File: src/rtl/fetch_stage.sv
// Instruction-fetch stage: owns the PC, addresses the combinational
// instruction memory and captures the returned word into IF/ID.
// Edge priority is reset > redirect > stall > advance.

`ifndef I_WIDTH
`define I_WIDTH 32
`endif
`ifndef I_ADD_SIZE
`define I_ADD_SIZE 32
`endif

module fetch_stage #(
    parameter int               WIDTH    = `I_WIDTH,
    parameter int               ADD_SIZE = `I_ADD_SIZE,
    parameter logic [31:0]      RESET_PC = 32'h0000_0000,
    parameter logic [WIDTH-1:0] NOP      = WIDTH'(32'h0000_0013)
) (
    input  logic                i_clk,
    input  logic                i_rst,
    input  logic                i_stall,
    input  logic                i_redirect,
    input  logic [31:0]         i_target,
    output logic [ADD_SIZE-1:0] o_imem_addr,
    input  logic [WIDTH-1:0]    i_imem_instr,
    output logic [31:0]         o_pc,
    output logic [WIDTH-1:0]    o_if_id_instr,
    output logic [31:0]         o_if_id_pc,
    output logic [31:0]         o_if_id_pc4,
    output logic                o_if_id_valid,
    output logic                o_if_id_fault,
    output logic [31:0]         o_fetch_count
);

    logic [31:0]      pc_q, pc_d;
    logic [WIDTH-1:0] instr_q, instr_d;
    logic [31:0]      ifpc_q, ifpc_d;
    logic [31:0]      ifpc4_q, ifpc4_d;
    logic             valid_q, valid_d;
    logic             fault_q, fault_d;
    logic             fault_pend_q, fault_pend_d;
    logic [31:0]      cnt_q, cnt_d;
    logic [31:0]      pc_plus4;

    assign pc_plus4 = pc_q + 32'd4;

    // Next state: redirect flushes and retargets, stall holds, otherwise advance.
    always_comb begin
        pc_d         = pc_q;
        instr_d      = instr_q;
        ifpc_d       = ifpc_q;
        ifpc4_d      = ifpc4_q;
        valid_d      = valid_q;
        fault_d      = fault_q;
        fault_pend_d = fault_pend_q;
        cnt_d        = cnt_q;
        if (i_redirect) begin
            // The branch is older than whatever caused the stall, so it wins.
            pc_d         = {i_target[31:2], 2'b00};
            instr_d      = NOP;
            valid_d      = 1'b0;
            fault_d      = 1'b0;
            // Misalignment is reported on the target's slot, one edge later.
            fault_pend_d = |i_target[1:0];
        end else if (!i_stall) begin
            pc_d         = pc_plus4;
            instr_d      = i_imem_instr;
            ifpc_d       = pc_q;
            ifpc4_d      = pc_plus4;
            valid_d      = 1'b1;
            fault_d      = fault_pend_q;
            fault_pend_d = 1'b0;
            cnt_d        = cnt_q + 32'd1;
        end
    end

    // State registers with synchronous reset overriding everything.
    always_ff @(posedge i_clk) begin
        if (i_rst) begin
            pc_q         <= RESET_PC;
            instr_q      <= NOP;
            ifpc_q       <= 32'h0000_0000;
            ifpc4_q      <= 32'h0000_0004;
            valid_q      <= 1'b0;
            fault_q      <= 1'b0;
            fault_pend_q <= 1'b0;
            cnt_q        <= 32'h0000_0000;
        end else begin
            pc_q         <= pc_d;
            instr_q      <= instr_d;
            ifpc_q       <= ifpc_d;
            ifpc4_q      <= ifpc4_d;
            valid_q      <= valid_d;
            fault_q      <= fault_d;
            fault_pend_q <= fault_pend_d;
            cnt_q        <= cnt_d;
        end
    end

    assign o_imem_addr   = pc_q[ADD_SIZE-1:0];
    assign o_pc          = pc_q;
    assign o_if_id_instr = instr_q;
    assign o_if_id_pc    = ifpc_q;
    assign o_if_id_pc4   = ifpc4_q;
    assign o_if_id_valid = valid_q;
    assign o_if_id_fault = fault_q;
    assign o_fetch_count = cnt_q;

endmodule
File: config.mk
export PLATFORM = sky130hd
export DESIGN_NAME = fetch_stage
export DESIGN_NICKNAME = d
export VERILOG_FILES = /design/src/rtl/fetch_stage.sv
export SDC_FILE = /design/constraint.sdc
export NUM_CORES = 1
export LEC_CHECK = 0
export BUFFER_PORTS_ARGS = -buffer_cell sky130_fd_sc_hd__buf_2
export CORE_ASPECT_RATIO = 2
export CORE_MARGIN = 3
export CORE_UTILIZATION = 32
export DETAILED_ROUTE_END_ITERATION = 16
export HOLD_SLACK_MARGIN = 0.03
export SETUP_SLACK_MARGIN = 0.15
export SLEW_MARGIN = 20
export SYNTH_ARGS = -nofsm -noshare
export SYNTH_HDL_FRONTEND = slang
export SYNTH_SLANG_ARGS = --single-unit
File: constraint.sdc
create_clock -name i_clk -period 2.45 [get_ports i_clk]
set_input_delay 0.245 -clock i_clk [delete_from_list [all_inputs] [get_ports i_clk]]
set_output_delay 0.245 -clock i_clk [all_outputs]
set_load 0.03 [all_outputs]
==> impl_metrics.csv, run 1 <==
group,metric,value,unit
status,status,"finished clean",
synthesis,synth.top_cell.area_share,42.8,%
pwr,swShare,28.6,%
cells_and_area,syn2layout_area_growth,31.8,%
synthesis,netlist_area,7350,um2
cells_and_area,utilization,43.4,%
timing,tns,0,ps
setup_path,critPathMaxFanout,7,
routing,wirelength,25400,um
placed_design,io_buffers,253,
clock_network,h-tree-depth,4,
routing,drc,0,
synthesis,synthArstFlopShare,0,%
pwr,power.switching,1.86,mW
pwr,p_seq_share,42.0,%
die,start_util,32.9,%
die,die_height,220,um
synthesis,ys_warn_count,0,
flow_run,max-cap-violations,0,
cells_and_area,finish.instance_area,9690,um2
grt,grt_usage,20.4,%
grt,grt_pass1_vias,7116,
timing,worst_pin_slew,883,ps
pwr,clock_power_share,42.8,%
timing,min_period_over_period,90.6,%
placed_design,preCtsSetupSlack,248,ps
timing,slew_headroom,41.1,%
clock_network,clkTransAtPathRegs,70,ps
routing,first_iter_violations,412,
grt,antenna_found_initial,0,
synthesis,ys_top_cells_by_area,"dfxtp_1, nor2_1, mux2i_1",
clock_network,clk_latency,440,ps
grt,grt_max_degree,91,
routing,ant_nets,0,
pwr,p_int,4.65,mW
setup_path,arrival,2550,ps
clock_network,cts_made_buffers,17,
timing,whs,54.4,ps
setup_path,required,2770,ps
die,dieArea,24900,um2
synthesis,synth_compound_area_share,15.1,%
clock_network,clock-sinks,157,
routing,viasPerCell,5.22,
timing,maxSlewViolCount,0,
synthesis,ys_seq_area_share,42.8,%
routing,num_vias,7277,
pwr,ir_drop,0.754,mV
cells_and_area,antennaDiodeCount,0,
grt,grt.overflow.total,0,
synthesis,synth_top_family_by_area,"simple AND/OR/NAND/NOR gates",
timing,final.setup_skew,9.05,ps
synthesis,synth.avg_cell_area,8.53,um2
timing,finalHoldViolCount,0,
synthesis,synthAdderAreaFrac,0.340,%
timing,setup_slack,230,ps
synthesis,synth_seq_cells,157,
synthesis,netlist-cell-type-count,52,
clock_network,cts_tree,"yes",
cells_and_area,fin_nets,1176,
grt,grt_pass1_wl,39200,um
clock_network,cts_hold_buf,27,
timing,fmax,450,MHz
setup_path,path_class,"register to register",
synthesis,synth_mux_area_share,5.09,%
timing,period_minus_slack,2220,ps
cells_and_area,final_cells,1395,
clock_network,post_cts_buffers,0,
synthesis,synth_top_cell_by_area,"dfxtp_1",
clock_network,cts.path.max_buffers,2,
die,die_w,113,um
synthesis,syn_inst,862,
setup_path,crit_path_end_kind,"register",
synthesis,synth_xor_area_share,3.93,%
placed_design,postPlaceCellArea,8800,um2
routing,post_drt_wl_per_cell,18.2,um
die,io_pins,262,
timing,setup_viol,0,
synthesis,ys.flop_type,"dfxtp_1",
timing,grt_setup_unrepaired,"false",
clock_network,cts_root_buf,"clkbuf_16",
routing,first_pass_iters,5,
pwr,power,6.51,mW
placed_design,post-place-cells,1336,
die,rows,77,
pwr,power.leakage,4.12,nW
clock_network,cts_resized,0,
synthesis,synth_simple_gate_area_share,24.0,%
placed_design,dp_hpwl,19100,um
cells_and_area,drive_above_1_share,31.6,%
setup_path,cp-start-kind,"register",
hold_path,min_path_type,"input port to register",
placed_design,gp_congestion,0.865,
pwr,power_frac_comb,15.2,%
die,core_area,22400,um2
synthesis,synth_edf_count,0,
pwr,p_per_area,672,nW/um2
==> cells in the mapped netlist (all sizes together) (2+ instances only) <==
library cell and n:
ha 2, a221oi 4, inv 17, buf 67, xnor2 20, dfxtp 157
o21ai 20, nand3 20, nand4b 3, o41ai 2, o31a 5, nor2b 4
nor3 11, a211oi 32, o31ai 18, and4 12, a21oi 56, nor2 99
nand2 88, or4 25, a311oi 17, nor4 21, nand4 23, a2111oi 6
or3 19, mux2 3, mux2i 34, and2 3, clkbuf 41, and3 3
xor2 13, or2 6
==> state kept, by name, indices dropped and copies added, names as in the netlist <==
name and cells:
o_if_id_fault 1, o_if_id_valid 1, o_if_id_pc4 30, o_fetch_count 32, o_imem_addr 30, o_if_id_instr 32
fault_pend_q 1, o_if_id_pc 30
==> cells by family after synthesis <==
kind of cell               Yosys count
buffers and inverters              125
xor gates and xnor gates            33
adders and majority gates            2
and+or+nand+nor                    341
AOI/OAI and AO/OA                  166
DFF                                157
other                                1
muxes                               37
==> power groups by stage <==
stage | clock, mW | combinational, mW | sequential [mW]
2_1_floorplan | 0 | 0.461 | 2.99
3_3_place_gp | 0 | 0.958 | 2.79
3_5_place_dp | 0 | 0.960 | 2.79
4_1_cts | 2.86 | 0.995 | 2.74
5_1_grt | 2.95 | 1.06 | 2.75
6_report | 2.79 | 0.987 | 2.74
==> path summary, 6_finish.rpt <==
| check | from | end | slack [ps] | cells past startpoint |
|---|---|---|---|---|
| worst max-delay path | o_imem_addr[3] | o_imem_addr[30] | 230 | 5 |
| worst min-delay path | i_target[27] | o_imem_addr[27] | 50 | 3 |
| worst max register to register | o_imem_addr[3] | o_imem_addr[30] | 230 | 5 |
| worst min register to register | o_if_id_valid | o_if_id_valid | 450 | 2 |
==> layout make-up <==
cell class,count,area [um2]
multi-input cells,587,3600
flip-flops and latches,157,3150
fillers,2252,12700
repair buffers,326,1920
inverters,17,63.8
clock inverters,12,163
clock buffers,20,457
well taps,276,345
==> worst max-delay path, cell delays in order, from the launching register on <==
cell	delay (ps)
dfxtp_2	410
ha_1	290
nand3_2	110
or4_4	560
o41a_1	430
a2111oi_1	320
==> placed cells by master (no fill, tap or decap), drive strengths merged, types with 2 or more instances in the layout <==
master,instances
buf,299
dfxtp,157
nor2,99
nand2,88
a21oi,56
mux2i,34
a211oi,32
dlygate4sd3,27
or4,25
nand4,23
nor4,21
o21ai,20
xnor2,20
nand3,20
clkbuf,20
or3,19
o31ai,18
inv,18
a311oi,17
xor2,13
and4,12
nor3,11
conb,8
or2,6
a2111oi,6
clkinv,6
o31a,5
nor2b,4
a221oi,4
and2,3
and3,3
mux2,3
bufinv,3
nand4b,3
o41ai,2
ha,2
clkinvlp,2
==> per-layer routing <==
metal | share of wire [%] | up-vias | global-route usage [%] | wire, um
met4 | 3.9 | 0 | 9.15 | 981
met2 | 55 | 272 | 39.0 | 14000
li1 | - | 3547 | - | -
met5 | 0 | - | 0 | 0
met1 | 35 | 3398 | 19.9 | 8850
met3 | 6.3 | 60 | 5.88 | 1610
Note: power is estimated with default switching activity, not from simulation.
==> run 2: changes to the inputs <==
- ABC_AREA: unset -> 1
==> impl_metrics.csv, run 2 <==
group,metric,value,unit
status,status,"finished clean",
setup_path,reg2reg_depth,8,
die,rows,77,
timing,setup_viol,0,
hold_path,min_path_type,"input port to register",
grt,grt_util_met2,38.6,%
synthesis,synth_xor_area_share,1.44,%
synthesis,synth_simple_gate_area_share,29.0,%
synthesis,ys_top_cells_by_area,"dfxtp_1, nand2_1, a21oi_1",
pwr,ir_drop,0.446,mV
cells_and_area,final_cells,1561,
synthesis,ys_seq_area_share,43.2,%
hold_path,min_from,"i_imem_instr[14]",
synthesis,synth_top_cell_by_area,"dfxtp_1",
timing,maxSlewViolCount,0,
routing,first_pass_iters,6,
pwr,p_per_area,665,nW/um2
cells_and_area,utilization,41.2,%
synthesis,netlist-cell-type-count,34,
timing,worst_pin_slew,740,ps
timing,fmax,557,MHz
die,start_util,32.7,%
grt,grt_usage,20.5,%
cells_and_area,syn2layout_area_growth,25.8,%
routing,drc,0,
setup_path,critPathBufInv,0,
timing,finalHoldViolCount,0,
grt,use_met1,20.7,%
routing,first_iter_violations,464,
die,dieArea,24700,um2
placed_design,dp_hpwl,19600,um
setup_path,critPathTopFamily,"simple AND/OR/NAND/NOR gates",
timing,whs,62.7,ps
clock_network,clock-sinks,157,
setup_path,worstReg2RegEnd,"o_imem_addr[27]",
hold_path,hold_depth,3,
synthesis,syn_inst,1056,
cells_and_area,final_common_cell,"nand2_1",
clock_network,clkTransAtPathRegs,60,ps
routing,post_drt_wl_per_cell,16.3,um
timing,setup_slack,655,ps
grt,grt_pass1_wl,39200,um
synthesis,netlist_area,7280,um2
synthesis,synth_most_common_cell,"nand2_1",
setup_path,crit_slowest_cell,"dfxtp_1",
setup_path,r2r_setup_slack,650,ps
setup_path,required,2800,ps
clock_network,cts_resized,0,
synthesis,synth_compound_area_share,14.6,%
synthesis,synth.avg_cell_area,6.89,um2
hold_path,holdPathEnd,"o_if_id_instr[14]",
placed_design,preCtsSetupSlack,656,ps
setup_path,path_class,"register to register",
synthesis,synth_seq_cells,157,
synthesis,synth_mux_area_share,0,%
routing,viasPerCell,4.73,
placed_design,io_buffers,253,
cells_and_area,drive_above_1_share,26.4,%
routing,wirelength,25500,um
setup_path,cp_cell_sequence,"nand2_1 > nor2_1 > nand2_1 > nor2_1 > nand3_1 > nand2_1 > nand2_1 > a21oi_1",
grt,use_met3,3.89,%
clock_network,h-tree-depth,4,
setup_path,slowest_delay,600,ps
clock_network,cts_hold_buf,3,
timing,min_period_over_period,73.3,%
cells_and_area,fin_nets,1342,
timing,period_minus_slack,1800,ps
clock_network,cts_made_buffers,17,
clock_network,post_cts_buffers,0,
cells_and_area,finish.instance_area,9160,um2
die,die_height,219,um
setup_path,r2r_start,"o_imem_addr[17]",
routing,ant_nets,0,
die,core_area,22300,um2
die,die_w,113,um
clock_network,cts.path.max_buffers,2,
placed_design,postPlaceCellArea,8560,um2
setup_path,crit_top_cell,"nand2_1",
synthesis,synth_edf_count,0,
die,io_pins,262,
grt,grt_max_degree,72,
clock_network,cts_root_buf,"clkbuf_16",
pwr,power.leakage,4.14,nW
synthesis,netlist_top_cells_count,"nand2_1, dfxtp_1, a21oi_1, nor2_1, inv_1",
synthesis,synth.top_cell.area_share,43.2,%
pwr,power,6.09,mW
timing,slew_headroom,50.6,%
flow_run,max-cap-violations,0,
clock_network,cts_tree,"yes",
synthesis,ys.flop_type,"dfxtp_1",
synthesis,synth_top_family_by_area,"simple AND/OR/NAND/NOR gates",
placed_design,post-place-cells,1526,
cells_and_area,final_cell_mix,"nand2_1, buf_2, dfxtp_1",
timing,final.setup_skew,9.20,ps
setup_path,critPathMaxFanout,7,
timing,grt_setup_unrepaired,"false",
grt,antenna_found_initial,1,
placed_design,gp_congestion,0.946,
routing,num_vias,7391,
clock_network,clk_latency,420,ps
synthesis,ys_warn_count,0,
timing,tns,0,ps
setup_path,cp-start-kind,"register",
grt,grt_pass1_vias,7432,
grt,grt_busiest_layer,"met2",
setup_path,crit_path_end_kind,"register",
synthesis,synthArstFlopShare,0,%
grt,grt.overflow.total,0,
setup_path,arrival,2150,ps
synthesis,synthAdderAreaFrac,0.344,%
[run 2: changes by cell type after synthesis, moves of 17 or more]
cell and change:
inv_1 +73, or3_1 -19, a211oi_1 -32, nor4_1 -19, o31ai_1 -18, o21ai_0 +51
a311oi_1 -17, or4_1 -22, nand2_1 +218, mux2i_1 -34, a21oi_1 +68
[run 2: how the worst max path moves through the flow]
stage               depth (start not counted)       startpoint         endpoint  slack (ps)
global placement                            7       i_redirect   o_imem_addr[3]         690
floorplan                                   7   o_imem_addr[3]  o_if_id_pc4[16]         760
CTS                                         8  o_imem_addr[17]  o_imem_addr[27]         660
global route                                8  o_imem_addr[17]  o_imem_addr[27]         460
finish                                      8  o_imem_addr[17]  o_imem_addr[27]         650
detailed placement                          5       i_redirect  o_if_id_pc4[19]         660
[run 2: cells by family (layout without fill, tap and decap cells)]
group	after synthesis	count (layout)
and+or+nand+nor	502	502
adders and majority gates	2	2
xor gates and xnor gates	12	12
other	1	9
buffers and inverters	174	395
DFF	157	157
AOI/OAI and AO/OA	208	208
[run 2: cell type report]
class / instances / area, um2
repair buffers: 272 / 1420
inverters: 92 / 350
clock inverters: 12 / 113
flip-flops and latches: 157 / 3140
well taps: 276 / 345
diodes: 1 / 2.50
clock buffers: 19 / 453
fillers: 2416 / 13100
multi-input cells: 732 / 3340
[run 2: metal layers]
layer  part of all wire [%]  vias to the layer above  wire length (um)
met3                    5.0                       52              1270
met5                      0                        -                 0
li1                       -                     3732                 -
met1                     36                     3365              9210
met4                    4.8                        0              1230
met2                     54                      242             13800
[run 2: power by group]
part | leakage, nW | internal [mW] | total [mW] | switching, mW
Clock | 0.276 | 1.46 | 2.57 | 1.11
Combinational | 2.59 | 0.220 | 0.780 | 0.560
Sequential | 1.28 | 2.65 | 2.74 | 0.0964
Total | 4.14 | 4.32 | 6.09 | 1.77
[run 2: worst register-to-register path, stage by stage, from the launching register on]
cell and delay (ps):
dfxtp_1 600, nand2_1 140, nor2_1 240, nand2_1 150, nor2_1 200, nand3_1 90, nand2_1 90, nand2_1 60
a21oi_1 150
